<file path="src/rtl/setting_controller_if.sv">
// Button inputs and setting outputs of setting_controller.
// master drives the debounced buttons and reads the settings; slave is the controller.
interface setting_controller_if;
  logic       btn_up;
  logic       btn_down;
  logic       btn_sel;
  logic [2:0] volume;
  logic [2:0] octave;
  logic [2:0] loop_width;
  logic [1:0] sel;
  logic       blink;

  modport master (
    output btn_up, btn_down, btn_sel,
    input  volume, octave, loop_width, sel, blink
  );

  modport slave (
    input  btn_up, btn_down, btn_sel,
    output volume, octave, loop_width, sel, blink
  );
endinterface

</file>
<file path="src/rtl/setting_controller.sv">
// setting_controller: three saturating settings (volume, octave, loop_width)
// stepped by up/down button edges, a field selector, and a blink flag for the
// selected digit that is forced dark on every step attempt.
// Optional macro SETTING_AUTO_REPEAT_EN adds hold-to-repeat stepping
// (IDLE/HOLD/REPEAT FSM); without it only button edges step.
module setting_controller #(
  parameter int unsigned REPEAT_DELAY = 50_000_000,
  parameter int unsigned REPEAT_RATE  = 10_000_000,
  parameter int unsigned BLINK_DIV    = 25_000_000
) (
  input logic                 clk,
  input logic                 rst_n,
  setting_controller_if.slave bus
);

  localparam int unsigned BW = $clog2(BLINK_DIV + 1);

  if (REPEAT_DELAY == 0 || REPEAT_RATE == 0 || BLINK_DIV == 0) begin : g_bad_cfg
    $error("setting_controller: REPEAT_DELAY, REPEAT_RATE and BLINK_DIV must be nonzero");
  end

  logic          primed_q;
  logic          up_q, down_q, sel_btn_q;
  logic          up_edge, down_edge, sel_edge, edge_step;
  logic          step_up, step_dn;
  logic [2:0]    volume_q, octave_q, loop_width_q;
  logic [1:0]    sel_q;
  logic          blink_q;
  logic [BW-1:0] blink_cnt_q;

  // Previous button samples; primed_q masks the first cycle after reset so a
  // button held through reset release never looks like a fresh press
  always_ff @(posedge clk or negedge rst_n) begin
    if (!rst_n) begin
      primed_q  <= 1'b0;
      up_q      <= 1'b0;
      down_q    <= 1'b0;
      sel_btn_q <= 1'b0;
    end else begin
      primed_q  <= 1'b1;
      up_q      <= bus.btn_up;
      down_q    <= bus.btn_down;
      sel_btn_q <= bus.btn_sel;
    end
  end

  // Rising-edge detection; simultaneous up+down or any select edge blocks the step
  always_comb begin
    up_edge   = primed_q & bus.btn_up   & ~up_q;
    down_edge = primed_q & bus.btn_down & ~down_q;
    sel_edge  = primed_q & bus.btn_sel  & ~sel_btn_q;
    edge_step = (up_edge ^ down_edge) & ~sel_edge;
  end

`ifdef SETTING_AUTO_REPEAT_EN
  localparam int unsigned RPT_MAX = (REPEAT_DELAY > REPEAT_RATE) ? REPEAT_DELAY : REPEAT_RATE;
  localparam int unsigned CW      = $clog2(RPT_MAX + 1);

  typedef enum logic [1:0] {IDLE, HOLD, REPEAT} rpt_state_t;

  rpt_state_t    rpt_state_q, rpt_state_d;
  logic [CW-1:0] rpt_cnt_q, rpt_cnt_d;
  logic          dir_up_q, dir_up_d;
  logic          held_lvl, opp_lvl, rpt_step;

  // Auto-repeat state, hold counter and latched direction
  always_ff @(posedge clk or negedge rst_n) begin
    if (!rst_n) begin
      rpt_state_q <= IDLE;
      rpt_cnt_q   <= '0;
      dir_up_q    <= 1'b0;
    end else begin
      rpt_state_q <= rpt_state_d;
      rpt_cnt_q   <= rpt_cnt_d;
      dir_up_q    <= dir_up_d;
    end
  end

  // A step edge (re)starts HOLD in that direction. An opposite-button edge
  // during a hold therefore steps once and restarts HOLD, which then aborts
  // on the next cycle because the first button is still down.
  always_comb begin
    rpt_state_d = rpt_state_q;
    rpt_cnt_d   = rpt_cnt_q;
    dir_up_d    = dir_up_q;
    rpt_step    = 1'b0;
    held_lvl    = dir_up_q ? bus.btn_up   : bus.btn_down;
    opp_lvl     = dir_up_q ? bus.btn_down : bus.btn_up;
    if (edge_step) begin
      rpt_state_d = HOLD;
      rpt_cnt_d   = '0;
      dir_up_d    = up_edge;
    end else begin
      case (rpt_state_q)
        HOLD, REPEAT: begin
          if (!held_lvl || opp_lvl || sel_edge) begin
            rpt_state_d = IDLE;
            rpt_cnt_d   = '0;
          end else if ((rpt_state_q == HOLD   && rpt_cnt_q == CW'(REPEAT_DELAY - 1)) ||
                       (rpt_state_q == REPEAT && rpt_cnt_q == CW'(REPEAT_RATE - 1))) begin
            rpt_step    = 1'b1;
            rpt_state_d = REPEAT;
            rpt_cnt_d   = '0;
          end else begin
            rpt_cnt_d = rpt_cnt_q + 1'b1;
          end
        end
        default: rpt_state_d = IDLE;
      endcase
    end
  end

  // Step requests from button edges and from auto-repeat
  always_comb begin
    step_up = (edge_step & up_edge)   | (rpt_step &  dir_up_q);
    step_dn = (edge_step & down_edge) | (rpt_step & ~dir_up_q);
  end
`else
  // Step requests from button edges only
  always_comb begin
    step_up = edge_step & up_edge;
    step_dn = edge_step & down_edge;
  end
`endif

  // Settings, selector and blink; any step attempt restarts the blink phase dark
  always_ff @(posedge clk or negedge rst_n) begin
    if (!rst_n) begin
      volume_q     <= 3'd3;
      octave_q     <= 3'd2;
      loop_width_q <= 3'd4;
      sel_q        <= 2'd0;
      blink_q      <= 1'b0;
      blink_cnt_q  <= '0;
    end else begin
      if (sel_edge) begin
        sel_q <= (sel_q == 2'd2) ? 2'd0 : sel_q + 2'd1;
      end
      if (step_up || step_dn) begin
        blink_q     <= 1'b0;
        blink_cnt_q <= '0;
        case (sel_q)
          2'd0: begin
            if (step_up) begin
              if (volume_q != 3'd5) volume_q <= volume_q + 3'd1;
            end else if (volume_q != 3'd0) volume_q <= volume_q - 3'd1;
          end
          2'd1: begin
            if (step_up) begin
              if (octave_q != 3'd3) octave_q <= octave_q + 3'd1;
            end else if (octave_q != 3'd1) octave_q <= octave_q - 3'd1;
          end
          2'd2: begin
            if (step_up) begin
              if (loop_width_q != 3'd7) loop_width_q <= loop_width_q + 3'd1;
            end else if (loop_width_q != 3'd1) loop_width_q <= loop_width_q - 3'd1;
          end
          default: ;
        endcase
      end else if (blink_cnt_q == BW'(BLINK_DIV - 1)) begin
        blink_q     <= ~blink_q;
        blink_cnt_q <= '0;
      end else begin
        blink_cnt_q <= blink_cnt_q + 1'b1;
      end
    end
  end

  assign bus.volume     = volume_q;
  assign bus.octave     = octave_q;
  assign bus.loop_width = loop_width_q;
  assign bus.sel        = sel_q;
  assign bus.blink      = blink_q;

endmodule

</file>
<file path="src/flat_wrapper.sv">
// flat-port wrapper written by rule: the top's interface ports become plain ports
module setting_controller_flat 
#(
  parameter int unsigned REPEAT_DELAY = 50_000_000,
  parameter int unsigned REPEAT_RATE  = 10_000_000,
  parameter int unsigned BLINK_DIV    = 25_000_000
)
  (clk, rst_n, bus_btn_up, bus_btn_down, bus_btn_sel, bus_volume, bus_octave, bus_loop_width, bus_sel, bus_blink);
  setting_controller_if bus_i ();
  input logic clk;
  input logic rst_n;
  input wire logic [$bits(bus_i.btn_up)-1:0] bus_btn_up;
  input wire logic [$bits(bus_i.btn_down)-1:0] bus_btn_down;
  input wire logic [$bits(bus_i.btn_sel)-1:0] bus_btn_sel;
  output wire logic [$bits(bus_i.volume)-1:0] bus_volume;
  output wire logic [$bits(bus_i.octave)-1:0] bus_octave;
  output wire logic [$bits(bus_i.loop_width)-1:0] bus_loop_width;
  output wire logic [$bits(bus_i.sel)-1:0] bus_sel;
  output wire logic [$bits(bus_i.blink)-1:0] bus_blink;
  assign bus_i.btn_up = bus_btn_up;
  assign bus_i.btn_down = bus_btn_down;
  assign bus_i.btn_sel = bus_btn_sel;
  assign bus_volume = bus_i.volume;
  assign bus_octave = bus_i.octave;
  assign bus_loop_width = bus_i.loop_width;
  assign bus_sel = bus_i.sel;
  assign bus_blink = bus_i.blink;
  setting_controller #(.REPEAT_DELAY(REPEAT_DELAY), .REPEAT_RATE(REPEAT_RATE), .BLINK_DIV(BLINK_DIV)) u_core (.clk(clk), .rst_n(rst_n), .bus(bus_i));
endmodule
</file>
<file path="config.mk">
export PLATFORM = sky130hd
export DESIGN_NAME = setting_controller_flat
export DESIGN_NICKNAME = d
export VERILOG_FILES = /design/src/rtl/setting_controller_if.sv /design/src/rtl/setting_controller.sv /design/src/flat_wrapper.sv
export SDC_FILE = /design/constraint.sdc
export NUM_CORES = 1
export LEC_CHECK = 0
export ABC_AREA = 1
export CAP_MARGIN = 0
export CORE_MARGIN = 2
export CORE_UTILIZATION = 40
export CTS_CLUSTER_SIZE = 30
export DETAILED_ROUTE_END_ITERATION = 16
export PLACE_DENSITY = 0.61
export SYNTH_ARGS = -nofsm -noshare
export SYNTH_HDL_FRONTEND = slang
export SYNTH_SLANG_ARGS = --single-unit
</file>
<file path="constraint.sdc">
create_clock -name clk -period 1.8 [get_ports clk]
set_clock_uncertainty 0.2 [all_clocks]
set_input_delay 0.18 -clock clk [delete_from_list [all_inputs] [get_ports clk]]
set_output_delay 0.18 -clock clk [all_outputs]
set_load 0.01 [all_outputs]
</file>
* Word level (Yosys, flattened, before mapping) *
Cells that the tools add are included.

word-level totals
  flip-flop bits (word level) = 41
  bits in writable memories = 0
  bits in latches = 0
  memories = 0
  output and inout port bits = 12
  word-level logic and storage cells = 68
  memory bits (read-only) = 0
  input port bits = 5

cells by class
  divide/modulo/power cells = 0
  muxes and demuxes = 14
  multipliers = 0
  $add $sub $neg = 8
  shift-type cells = 0
  bitwise operators = 15
  order comparisons = 0
  reductions and logical operators = 10
  eq/ne operators = 11

operator list
  operator                 count
  $mux W25                 2
  $mux W3                  9
  $add A25 B1 Y25 const B  1
  $eq A25 B25 Y1 const B   1
  $reduce_and A4 Y1        3
  $add A3 B1 Y3 const B    3
  $and A1 B1 Y1            9
  $sub A3 B1 Y3 const B    3
  $reduce_bool A2 Y1       4
  $ne A2 B2 Y1 const B     3
  $ne A3 B1 Y1 const B     2
  $ne A3 B3 Y1 const B     2
  $not A1 Y1               5
  $ne A3 B2 Y1 const B     1
  $reduce_bool A3 Y1       1
  $add A2 B1 Y2 const B    1
  $eq A2 B1 Y1 const B     1
  $eq A2 B2 Y1 const B     1
  $logic_not A2 Y1         1
  $mux W1                  2
  $mux W2                  1
  $logic_or A1 B1 Y1       1
  $xor A1 B1 Y1            1

* Depth between registers and ports, before layout *
  depth after elaboration = 7
  mapped depth = 14
  gate-level depth less buffers = 14

* Worst setup path after synthesis *
OpenSTA, ideal clock, no wires.

  path type = reg2reg
  start point = reg u_core.primed_q
  end point = reg u_core.volume_q[2] (netlist: u_core.bus.volume[2])
  path slack = 31 ps
  buffers on the path = 0
  library setup time = 117 ps
  required time = 1,483 ps
  arrival = 1,452 ps
  stages on the path, launching flop included = 15
  clock period less this slack = 1,769 ps
  cell sequence = dfrtp_1 -> nand2_1 -> nor2_4 -> nand3_4 -> inv_1 -> nand2_1 -> nand2_1 -> inv_1 -> ha_1 -> inv_1 -> nand2_1 -> inv_1 -> nand2_1 -> nand3_1 -> nand2_1

between the ends
  cells in the longest elaborated chain, start to end = 7
  elaborated cells on any way between the ends = 16
  classes of those cells = 1 x eq/ne; 1 x mux; 11 x bitwise; 3 x reduce/logical

ends and longest elaborated chain
  item                                                         RTL line                                                                      source
  start, declared                                              setting_controller.sv:22                                                      logic primed_q;
  start signal, assigned                                       setting_controller.sv:35                                                      primed_q <= 1'b0;
  start signal, assigned                                       setting_controller.sv:40                                                      primed_q <= 1'b1;
  $and A1 B1 Y1 (on tied branches) (2 in a row)                setting_controller.sv:49, setting_controller.sv:50, setting_controller.sv:51
  $xor A1 B1 Y1 / $not A1 Y1 (equally long branches)           setting_controller.sv:52                                                      edge_step = (up_edge ^ down_edge) & ~sel_edge;
  $and A1 B1 Y1                                                setting_controller.sv:52
  $and A1 B1 Y1 (on tied branches)                             setting_controller.sv:121, setting_controller.sv:122
  $ne A2 B2 Y1 (no source line), or another cell as far along  --
  $reduce_and A4 Y1 (no source line)                           --
  end signal, assigned                                         setting_controller.sv:145                                                     if (volume_q != 3'd5) volume_q <= volume_q + 3'd1;
  end signal, assigned                                         setting_controller.sv:146                                                     end else if (volume_q != 3'd0) volume_q <= volume_q - 3'd1;
  end, declared                                                setting_controller.sv:26                                                      logic [2:0] volume_q, octave_q, loop_width_q;

Parallel ways exist; a longest one is shown, timed or not.
A chain may end at the register's enable or synchronous reset.

* Worst setup path after layout *
Ends and elaborated chain as after synthesis.

==> results.py <==
metrics = {
    "run_status": {
        "status": "finished clean",
    },
    "clock_tree": {
        "cts_htree_levels": 2,
        "root_buffer": "clkbuf_8",
        "cts_tree": "built",
        "cts.sinks": 41,
        "clockBufferDepth": 2,
        "path_clk_slew_ns": 0.08,
        "clock_latency_ns": 0.30,
        "cts_inserted_buffers": 5,
    },
    "synth": {
        "synth.distinct_cells": 30,
        "synth_area_leader_cell": "dfrtp_1",
        "synth.yosys.warnings": 0,
        "synth_seq_cells": 41,
        "synth.cell_area_um2": 2520,
        "synthesis.nets": 361,
        "syn_inst": 346,
        "synth_area_per_cell_um2": 7.27,
        "ys_seq_area_share_pct": 41.0,
        "ys_top_cells_by_area": "dfrtp_1 37%, nand2_1 14%, nor2_1 9.7%",
        "synth_top_area_share_pct": 36.8,
    },
    "detailed_routing": {
        "routedWlPerCell_um": 11.9,
        "drt_wl_total_um": 5560,
        "drcViolationCount": 0,
        "ant_nets": 0,
        "viasPerCell": 4.76,
        "firstDrtPassIters": 4,
        "drt_iter0_markers": 189,
        "vias": 2224,
    },
    "power": {
        "max-vdd-ir-drop_mv": 0.750,
        "p_per_area_nw_per_um2": 984,
        "power_leakage_uw": 0.00147,
        "p_total_uw": 3070,
    },
    "sta": {
        "hold_slack_ns": 0.169,
        "rsz0062_at_grt": "yes",
        "hold_viol": 0,
        "finalCriticalPeriod_ns": 1.72,
        "fin_crit_sh_pct": 95.6,
        "setup_viol": 0,
        "fmax_mhz": 581,
        "setup_slack_ns": 0.0789,
        "finalMaxSlewViolations": 0,
    },
    "setup_path": {
        "path_max_fanout": 5,
        "arrival_ns": 1.71,
        "timing.rr.end": "u_core.bus.volume[2]$_DFFE_PN0P_",
        "end_kind": "flip-flop",
        "cp-endpoint": "u_core.bus.volume[2]$_DFFE_PN0P_",
        "r2r_cells": 14,
        "required_ns": 1.79,
        "crit_chain": "nand2_2 -> nor2_4 -> nand3_4 -> inv_2 -> nand2_1 -> nand2_1 -> inv_1 -> ha_2 -> inv_2 -> nand2_2 -> inv_2 -> nand2_2 -> nand3_2 -> nand2_1",
        "r2r_setup_slack_ns": 0.08,
        "critPathLaunch": "u_core.primed_q$_DFF_PN0_",
        "worstSetupPathType": "flip-flop to flip-flop",
        "worstReg2RegStart": "u_core.primed_q$_DFF_PN0_",
        "slowest_stage": "dfrtp_2",
        "cp_slowest_stage_delay_ns": 0.43,
        "cp-start-kind": "flip-flop",
    },
    "floorplan": {
        "fp.dieW_um": 83.3,
        "die_height_um": 83.3,
        "die-area_um2": 6940,
        "initial_core_util_pct": 42.0,
        "core_um2": 5990,
        "ios": 17,
        "rows": 28,
    },
    "grt": {
        "grt_overflow": 0,
        "grt_start_max_net_pins": 24,
        "track_usage_pct": 17.7,
        "grt_pass1_vias": 2259,
        "grt_first_pass_wirelength_um": 10100,
        "antenna_found_initial": 0,
    },
    "final_layout": {
        "register_area_um2": 1030,
        "design_area_um2": 3120,
        "fin_nets": 406,
        "n_fill_cell": 581,
        "diodes": 0,
        "syn_to_final_growth_pct": 24.2,
        "drive_gt1_share_pct": 17.9,
        "multi_input_area_um2": 1330,
    },
    "placed_design": {
        "placed_area_um2": 2910,
        "dp_hpwl_um": 4310,
        "place_congestion": 0.890,
        "pre_cts_slack_ns": -0.204,
        "io_buffers": 16,
    },
    "flow_run": {
        "maxCapViolations": 0,
    },
    "hold_path": {
        "hold_path.class": "primary input to asynchronous set/reset pin",
    },
}
metrics by stage:
| stage | setup TNS [ns] | util [%] | cells |
|---|---|---|---|
| 6_report | 0 | 52.2 | 467 |
| 3_5_place_dp | -1.10 | 48.5 | 455 |
| 3_3_place_gp | -0.751 | 48.5 | 455 |
| 5_1_grt | -0.0544 | 52.2 | 467 |
| 4_1_cts | 0 | 50.9 | 464 |
| 2_1_floorplan | 0 | - | 346 |
repair_timing:
action,in CTS,in global routing
hold buffers,1,1
endpoints found under the setup margin,1,20
cloned,0,0
pin swaps,0,6
buffers inserted,0,2
gates resized for setup,1,22
endpoints found under the hold margin,18,1
worst min path at each step:
stage / from / endpoint / cells after the start
finish: rst_n / u_core.blink_cnt_q[8]$_DFF_PN0_ / 2
global route: bus_btn_sel / u_core.sel_btn_q$_DFF_PN0_ / 1
floorplan: rst_n / u_core.blink_cnt_q[0]$_DFF_PN0_ / 0
global placement: rst_n / u_core.blink_cnt_q[8]$_DFF_PN0_ / 1
detailed placement: rst_n / u_core.blink_cnt_q[8]$_DFF_PN0_ / 1
CTS: bus_btn_sel / u_core.sel_btn_q$_DFF_PN0_ / 1
synthesized netlist by cell type (all sizes together):
cell	number
a21oi	3
a31oi	1
and2	1
buf	3
conb	1
dfrtp	37
dfstp	4
ha	10
inv	45
nand2	98
nand3	34
nand3b	1
nand4	5
nor2	69
nor3	7
nor3b	1
o21ai	10
or2	2
xnor2	4
xor2	10
critical path, delay by kind of cell, from the launching register on:
| kind | cells | cell delay [ns] |
|---|---|---|
| adder cells (fa/ha/maj) | 1 | 0.16 |
| buffers and inverters | 4 | 0.20 |
| flip-flops | 1 | 0.43 |
| AND/OR/NAND/NOR | 9 | 0.63 |
state kept, by name, indices dropped and copies added, names as in the netlist, 2 cells and up:
register and cells:
u_core.blink_cnt_q 25, u_core.bus.loop_width 3, u_core.bus.octave 3, u_core.bus.volume 3, u_core.bus.sel 2
cell type report:
cell class,count,share of cell area [%]
clock buffers,5,2.20
clock inverters,3,2.08
inverters,45,5.41
multi-input cells,257,42.5
flip-flops and latches,41,33.0
well taps,75,3.00
repair buffers,41,11.8
placed cells by master (no fill, tap or decap), types with 4 or more instances in the layout:
| cell | count |
|---|---|
| buf_4 | 22 |
| clkbuf_8 | 5 |
| clkdlybuf4s50_1 | 10 |
| dfrtp_1 | 36 |
| dfstp_2 | 4 |
| dlymetal6s2s_1 | 4 |
| ha_1 | 9 |
| inv_1 | 39 |
| inv_2 | 6 |
| nand2_1 | 90 |
| nand2_2 | 8 |
| nand3_1 | 29 |
| nand3_2 | 4 |
| nand4_1 | 5 |
| nor2_1 | 60 |
| nor2_2 | 5 |
| nor2_4 | 4 |
| nor3_1 | 6 |
| o21ai_0 | 5 |
| o21ai_1 | 4 |
| xnor2_1 | 4 |
| xor2_1 | 10 |
routing by layer:
metal | track usage [%] | share of wire, %
met2 | 28.9 | 47
met4 | 5.81 | 1.2
met3 | 2.68 | 3.2
met1 | 24.0 | 49
met5 | 0 | 0
cell families after synthesis:
logic type | Yosys count | synth area share (%)
buffers and inverters | 48 | 7.81
AND/OR/NAND/NOR | 218 | 38.2
AO/OA/AOI/OAI | 14 | 2.98
adder cells (fa/ha/maj) | 10 | 4.97
XOR/XNOR | 14 | 4.87
other | 1 | 0.149
flip-flops | 41 | 41.0
power breakdown:
group / total (uW) / internal [uW] / switching, uW
Combinational: 951 / 457 / 495
Clock: 886 / 551 / 335
Sequential: 1240 / 1080 / 152
Total: 3070 / 2090 / 982
Power figures use the tool's default switching activity.
